--- src/rtl/tankwar_pkg.sv ---
// Shared definitions for the tank-war video path: sprite record layout,
// sprite classes, palette and default sprite sizes.
package tankwar_pkg;

   localparam int COORD_W        = 10;
   localparam int SIZE_W         = 8;
   localparam int REC_ACTIVE_BIT = 28;
   localparam int REC_X_LSB      = 18;
   localparam int REC_Y_LSB      = 8;

   typedef struct packed {
      logic [2:0]         rsvd_hi;
      logic               active;
      logic [COORD_W-1:0] x;
      logic [COORD_W-1:0] y;
      logic [7:0]         rsvd_lo;
   } sprite_rec_t;

   typedef enum logic [1:0] {
      CLS_NONE,
      CLS_TANK,
      CLS_OPPO,
      CLS_BULLET
   } sprite_class_e;

   localparam logic [11:0] TANK_COLOR   = 12'h0F0;
   localparam logic [11:0] OPPO_COLOR   = 12'hF00;
   localparam logic [11:0] BULLET_COLOR = 12'hFF0;

   localparam int DEF_TANK_SIZE   = 16;
   localparam int DEF_BULLET_SIZE = 4;

   function automatic logic [11:0] class_color(input sprite_class_e cls);
      case (cls)
         CLS_TANK:   return TANK_COLOR;
         CLS_OPPO:   return OPPO_COLOR;
         CLS_BULLET: return BULLET_COLOR;
         default:    return 12'h000;
      endcase
   endfunction

endpackage

--- src/rtl/sprite_span_unit.sv ---
// One entry of the per-line hit list: stores a sprite's horizontal span and
// class, and flags when the current pixel column falls inside that span.
module sprite_span_unit
   import tankwar_pkg::*;
(
   input  logic               clk,
   input  logic               reset,
   input  logic               i_clear,
   input  logic               i_load,
   input  logic [COORD_W-1:0] i_x,
   input  logic [SIZE_W-1:0]  i_size,
   input  sprite_class_e      i_cls,
   input  logic [COORD_W-1:0] i_pixel_x,
   output logic               o_hit,
   output sprite_class_e      o_cls
);

   logic               r_valid;
   logic [COORD_W-1:0] r_x;
   logic [SIZE_W-1:0]  r_size;
   sprite_class_e      r_cls;
   logic [COORD_W:0]   w_x_end;

   // NOTE: only r_valid must be reset for correct behaviour; the payload is
   // reset as well so no X ever reaches the colour mux.
   always_ff @(posedge clk or negedge reset) begin
      if (!reset) begin
         r_valid <= 1'b0;
         r_x     <= '0;
         r_size  <= '0;
         r_cls   <= CLS_NONE;
      end else if (i_clear) begin
         r_valid <= 1'b0;
      end else if (i_load) begin
         r_valid <= 1'b1;
         r_x     <= i_x;
         r_size  <= i_size;
         r_cls   <= i_cls;
      end
   end

   // One extra bit so a sprite near column 1023 never wraps onto column 0.
   assign w_x_end = {1'b0, r_x} + (COORD_W+1)'(r_size);
   assign o_hit   = r_valid && ({1'b0, i_pixel_x} >= {1'b0, r_x})
                            && ({1'b0, i_pixel_x} <  w_x_end);
   assign o_cls   = r_cls;

endmodule

--- src/rtl/sprite_scanline_renderer.sv ---
// Builds a per-scanline sprite hit list during horizontal blank and turns it
// into a registered 12-bit RGB pixel stream during active video.
module sprite_scanline_renderer
   import tankwar_pkg::*;
#(
   parameter int MAX_BULLETS = 8,
   parameter int LIST_DEPTH  = 8,
   parameter int TANK_SIZE   = DEF_TANK_SIZE,
   parameter int BULLET_SIZE = DEF_BULLET_SIZE,
   parameter int V_TOTAL     = 525
) (
   input  logic               clk,
   input  logic               reset,
   input  logic               video_on,
   input  logic [COORD_W-1:0] pixel_x,
   input  logic [COORD_W-1:0] pixel_y,
   input  logic               line_end,
   input  logic [31:0]        tank_ram_data,
   input  logic [31:0]        oppo_ram_data,
   input  logic [31:0]        bullet_ram_data [2*MAX_BULLETS],
   output logic [11:0]        rgb,
   output logic               scan_busy,
   output logic               overflow
);

   localparam int NREC   = 2 + 2*MAX_BULLETS;
   localparam int IDX_W  = $clog2(NREC);
   localparam int FILL_W = $clog2(LIST_DEPTH + 1);

   typedef enum logic {ST_IDLE, ST_SCAN} state_e;

   state_e             r_state;
   logic [IDX_W-1:0]   r_idx;
   logic [COORD_W-1:0] r_line_y;
   logic [FILL_W-1:0]  r_fill;
   logic               r_scan_busy;
   logic               r_overflow;
   logic [11:0]        r_rgb;

   logic [31:0]        w_recs [NREC];
   sprite_rec_t        w_rec;
   logic [SIZE_W-1:0]  w_size;
   sprite_class_e      w_cls;
   logic [COORD_W:0]   w_y_end;
   logic               w_line_hit;
   logic               w_full;
   logic               w_append;
   logic               w_unused_rec;
   logic [LIST_DEPTH-1:0] w_hit;
   sprite_class_e      w_ent_cls [LIST_DEPTH];
   logic [11:0]        w_pix_color;

   // Index order is both scan order and draw priority.
   always_comb begin
      w_recs[0] = tank_ram_data;
      w_recs[1] = oppo_ram_data;
      for (int k = 0; k < 2*MAX_BULLETS; k++) begin
         w_recs[k+2] = bullet_ram_data[k];
      end
   end

   assign w_rec  = sprite_rec_t'(w_recs[r_idx]);
   assign w_size = (r_idx < IDX_W'(2)) ? SIZE_W'(TANK_SIZE) : SIZE_W'(BULLET_SIZE);
   assign w_cls  = (r_idx == IDX_W'(0)) ? CLS_TANK :
                   (r_idx == IDX_W'(1)) ? CLS_OPPO : CLS_BULLET;
   assign w_unused_rec = ^{w_rec.rsvd_hi, w_rec.rsvd_lo};

   assign w_y_end    = {1'b0, w_rec.y} + (COORD_W+1)'(w_size);
   assign w_line_hit = w_rec.active && ({1'b0, r_line_y} >= {1'b0, w_rec.y})
                                    && ({1'b0, r_line_y} <  w_y_end);
   assign w_full     = (r_fill == FILL_W'(LIST_DEPTH));
   // A line_end during the scan restarts it, so that cycle never appends.
   assign w_append   = (r_state == ST_SCAN) && !line_end && w_line_hit && !w_full;

   for (genvar e = 0; e < LIST_DEPTH; e++) begin : g_list
      sprite_span_unit u_span (
         .clk       (clk),
         .reset     (reset),
         .i_clear   (line_end),
         .i_load    (w_append && (r_fill == FILL_W'(e))),
         .i_x       (w_rec.x),
         .i_size    (w_size),
         .i_cls     (w_cls),
         .i_pixel_x (pixel_x),
         .o_hit     (w_hit[e]),
         .o_cls     (w_ent_cls[e])
      );
   end

   // NOTE: every always_comb output gets a default first, so no path can
   // leave it unassigned and infer a latch.
   always_comb begin
      w_pix_color = '0;
      for (int e = LIST_DEPTH-1; e >= 0; e--) begin
         if (w_hit[e]) w_pix_color = class_color(w_ent_cls[e]);
      end
   end

   // NOTE: sequential state uses non-blocking assignments so every register
   // samples pre-edge values regardless of statement order.
   always_ff @(posedge clk or negedge reset) begin
      if (!reset) begin
         r_state     <= ST_IDLE;
         r_idx       <= '0;
         r_line_y    <= '0;
         r_fill      <= '0;
         r_scan_busy <= 1'b0;
         r_overflow  <= 1'b0;
         r_rgb       <= '0;
      end else begin
         r_rgb <= (video_on && !r_scan_busy) ? w_pix_color : 12'h000;
         if (line_end) begin
            r_state     <= ST_SCAN;
            r_scan_busy <= 1'b1;
            r_idx       <= '0;
            r_fill      <= '0;
            r_line_y    <= (pixel_y == COORD_W'(V_TOTAL-1)) ? '0 : pixel_y + COORD_W'(1);
         end else if (r_state == ST_SCAN) begin
            if (w_line_hit) begin
               if (w_full) r_overflow <= 1'b1;
               else        r_fill     <= r_fill + FILL_W'(1);
            end
            if (r_idx == IDX_W'(NREC-1)) begin
               r_state     <= ST_IDLE;
               r_scan_busy <= 1'b0;
               r_idx       <= '0;
            end else begin
               r_idx <= r_idx + IDX_W'(1);
            end
         end
      end
   end

   assign rgb       = r_rgb;
   assign scan_busy = r_scan_busy;
   assign overflow  = r_overflow;

endmodule

--- config.mk ---
export PLATFORM = sky130hd
export DESIGN_NAME = sprite_scanline_renderer
export DESIGN_NICKNAME = d
export VERILOG_FILES = /design/src/rtl/tankwar_pkg.sv /design/src/rtl/sprite_span_unit.sv /design/src/rtl/sprite_scanline_renderer.sv
export SDC_FILE = /design/constraint.sdc
export NUM_CORES = 1
export LEC_CHECK = 0
export CAP_MARGIN = 20
export CORE_AREA = 4 4 238 240
export DETAILED_ROUTE_END_ITERATION = 16
export DIE_AREA = 0 0 242 244
export MAX_ROUTING_LAYER = met4
export PLACE_DENSITY = 0.58
export RECOVER_POWER = 50
export SETUP_SLACK_MARGIN = 0.4
export SYNTH_ARGS = -nofsm -noshare
export SYNTH_HDL_FRONTEND = slang
export SYNTH_SLANG_ARGS = --single-unit
--- constraint.sdc ---
create_clock -name clk -period 6.5 [get_ports clk]
set_clock_uncertainty 0.05 [all_clocks]
set_input_delay 0.975 -clock clk [delete_from_list [all_inputs] [get_ports clk]]
set_output_delay 0.975 -clock clk [all_outputs]
set_load 0.02 [all_outputs]
==> metrics.md <==
| Metric | Value |
|---|---|
| Number of synthesized register bits | 144 |
| Status | complete, but fails checks |
| Clock buffer count from CTS | 17 |
| Die Area | 59,000 µm² |
| Post-synthesis share of cell area spent on xor and xnor gates | 0.0382 |
| X dimension of the die | 242 µm |
| Final core utilization | 0.368 |
| Area share of the leading cell type in the synthesized netlist | 0.250 |
| Net count, final | 2,521 |
| Worst Setup Start Kind | input pin |
| Number of H-tree levels | 4 |
| Max frequency | 174 MHz |
| Number of synthesized flops with an enable pin | 0 |
| CP Data Arrival Time | between 6 and 7 ns |
| Top FF cell, synth | dfrtp_1 |
| Number of violations reported at the end of detailed-routing iteration 0 | between 500 and 600 |
| Final number of hold-violating endpoints | 0 |
| Yosys warning total | 0 |
| Final setup violation count | 0 |
| Drt pass-1 iters | 5 |
| Antenna violations before repair | 24 |
| Number of violations of the max-capacitance limit | 2 |
| Global-route met2 utilization | 0.356 |
| Post-synth design cell area | 14,400 µm² |
| Worst-path maximum fanout | 15 |
| Number of vias per cell after detailed routing | roughly 5.1 |
| HPWL after detailed placement | between 50,000 and 60,000 µm |
| Hold buffers post-CTS | 0 |
| Wirelength, routed | 63,300 µm |
| Count of buffers added by post-CTS timing repair for setup | 0 |
| Remaining Overflow, GRT | 0 |
| Core region area | 54,700 µm² |
| RD Place Congestion | 0.950 |
| Cells on Worst Hold Path | 1 |
| Pwr per Cell Area | 184 nW/µm² |
| Root buf cell | clkbuf_16 |
| Hold WC Path Type | reg -> reg |
| Number of sinks handled by clock tree synthesis | 144 |
| Pin count of the biggest net entering global routing | 54 |
| Biggest area consumer among synthesized cells | dfrtp_1 |
| Violated checks | max-capacitance violations, max-slew violations |
| Leading cell type in the layout, fill and taps excluded | clkdlybuf4s50_1 |
| Largest family of logic cells by synthesized area | multiplexers |
| First-pass GRT wire length | 89,700 µm |
| Total negative slack | 0 ns |
| Worst slew margin relative to its limit | -0.907 |
| Endpoint class of the critical path | flop |
| Synthesized-area fraction occupied by and/or/nand/nor cells | 0.0854 |
| Routed wire per std cell | 25.9 µm |
| Final Cell Area | 20,100 µm² |
| Clock insertion delay at the later pin of the skew report | 0.43 ns |
| Final critical-path share of the clock period | 0.886 |
| Synth cell types | 70 |
| Total leakage power | 8.19 nW |
| Total of buffers placed on input and output ports | around 400 |
| Fraction of met3 tracks used by global routing | 0.0425 |
| Overall Global Routing Usage | 0.216 |
| Crit path required time | 6.77 ns |
| Fraction of the mapped netlist area in compound gates | 0.117 |
| Met1 Usage GRT | 0.261 |
| Number of cells on the worst reg-to-reg path | 19 |
| Async set-or-reset flop fraction in the synthesized netlist | 1.00 |
| Min setup slack post-route | 0.742 ns |
| Most used cells in the layout excluding fill and tap cells | clkdlybuf4s50_1, ha_1, dfrtp_1 |
| Fillers | between 5,000 and 6,000 |
| Clock Path Buffers | 2 |
| Busiest grt layer | met2 |
| Area grow syn2layout | 39.3% |
| Slew Limit Fails | 95 |
| Detail Route Antenna Nets | 0 |
| Worst voltage drop across the vdd grid | 0.140 mV |
| Avg Synthesized Cell Area | 11.0 µm² |
| Total power draw | 0.00370 W |
| Initial core utilization | 0.264 |
| CTS tree | yes |
| Synth Instances | 1,314 |
| Post-Synth Adder-Cell Area | 0.172 |
| Fraction of layout cells with a size suffix above 1 | 0.176 |
| Top post-synthesis cells by area | dfrtp_1, ha_1, mux4_2, mux2_2, mux2_4 |
| Worst setup slack after placement | 0.371 ns |
| Slew at the pin closest to its max-slew limit | 2.86 ns |
| Count of cells resized by post-cts repair | 0 |
| Height of the die | between 200 and 250 µm |
| Via count of the first global-routing pass | 13,200 |
| Mux contribution to synthesized area | 0.280 |
| Rows | 86 |
| Sequential area share after synthesis | 0.250 |
| Post-DP Area | around 20,000 µm² |
| Final period demand of the worst path | about 5.8 ns |
| Startpoint-to-endpoint class of the critical path | in -> reg |
| R2R Setup Slk | 0.99 ns |
| Clock transition at the registers of the reported paths | 0.07 ns |
| RSZ-0062 raised after global routing | no |
| Via Count | around 13,000 |
| Drt drc | 0 |
| IO Count | 614 |
worst paths after layout:
check	start	endpoint
worst max-delay path	bullet_ram_data[74]	g_list[1].u_span.r_size[4]
worst min-delay path	g_list[1].u_span.r_valid	g_list[1].u_span.r_valid
worst max register to register	r_idx[0]	g_list[1].u_span.r_size[4]
worst min register to register	g_list[1].u_span.r_valid	g_list[1].u_span.r_valid
max in group asynchronous	reset	r_line_y[4]
min in group asynchronous	reset	g_list[0].u_span.r_x[6]
cells by family (layout without fill, tap and decap cells):
kind of cell,after synthesis,after routing
xor+xnor,63,63
mux,253,253
other cells,1,13
compound gates,250,250
buf+inv,170,588
simple gates,235,235
flops,144,144
fa+ha+maj,198,198
through the flow:
| stage | hold WS [ns] | instances |
|---|---|---|
| floorplan | 0.393 | 1317 |
| global placement | 0.415 | 2408 |
| detailed placement | 0.413 | 2408 |
| CTS | 0.401 | 2439 |
| global route | 0.429 | 2447 |
| finish | 0.429 | 2448 |
cells in the mapped netlist (all sizes together), types with 20 or more instances:
cell / instances
mux2: 119
dfrtp: 144
ha: 198
mux2i: 39
inv: 108
o21ai: 50
nor3: 34
a31oi: 20
xnor2: 56
a21oi: 55
nand3: 22
nand2: 64
mux4: 95
a21o: 24
buf: 45
nor2: 50
flip-flops by register name (all words and copies together), names as in the netlist, 2 cells and up:
signal and flops:
g_list.u_span.r_x 80, g_list.u_span.o_cls 16, g_list.u_span.r_size 16, r_line_y 10, g_list.u_span.r_valid 8, r_idx 5, r_fill 4, rgb 2
cell type report:
cell class                 count  area (µm²)  share of cell area
antenna                        9        22.5             0.00112
clock buffer                  19         443              0.0220
clock inverter                12         206              0.0103
inverter                     108         405              0.0202
multi-input combinational   1003       10100               0.500
sequential                   144        3610               0.180
tap                          704         881              0.0438
timing repair buffer         449        4470               0.223
layer usage:
| metal | share of wire | vias up |
|---|---|---|
| li1 | - | 5790 |
| met1 | 0.43 | 6197 |
| met2 | 0.47 | 457 |
| met3 | 0.054 | 85 |
| met4 | 0.045 | 0 |
| met5 | 0 | - |
report_power, final:
part           total (W)  internal, W  switching, W
clock            0.00112     0.000693      0.000422
sequential       0.00109     0.000988      0.000101
combinational    0.00149     0.000774      0.000719
total            0.00370      0.00246       0.00124
critical path, cell delays in order:
cell             delay, ns
clkdlybuf4s50_1       0.63
mux4_2                0.55
mux4_2                0.52
a21oi_1               0.31
inv_1                 0.08
ha_1                  0.21
ha_1                  0.21
a21oi_1               0.24
nor2_1                0.08
xor2_1                0.16
ha_1                  0.28
o21a_1                0.10
o21ai_0               0.13
a21oi_1               0.06
o31a_1                0.25
o32a_4                0.35
nor3_4                0.21
buf_4                 0.28
mux2_2                0.37
No activity file was read; power rests on OpenSTA's default activity.
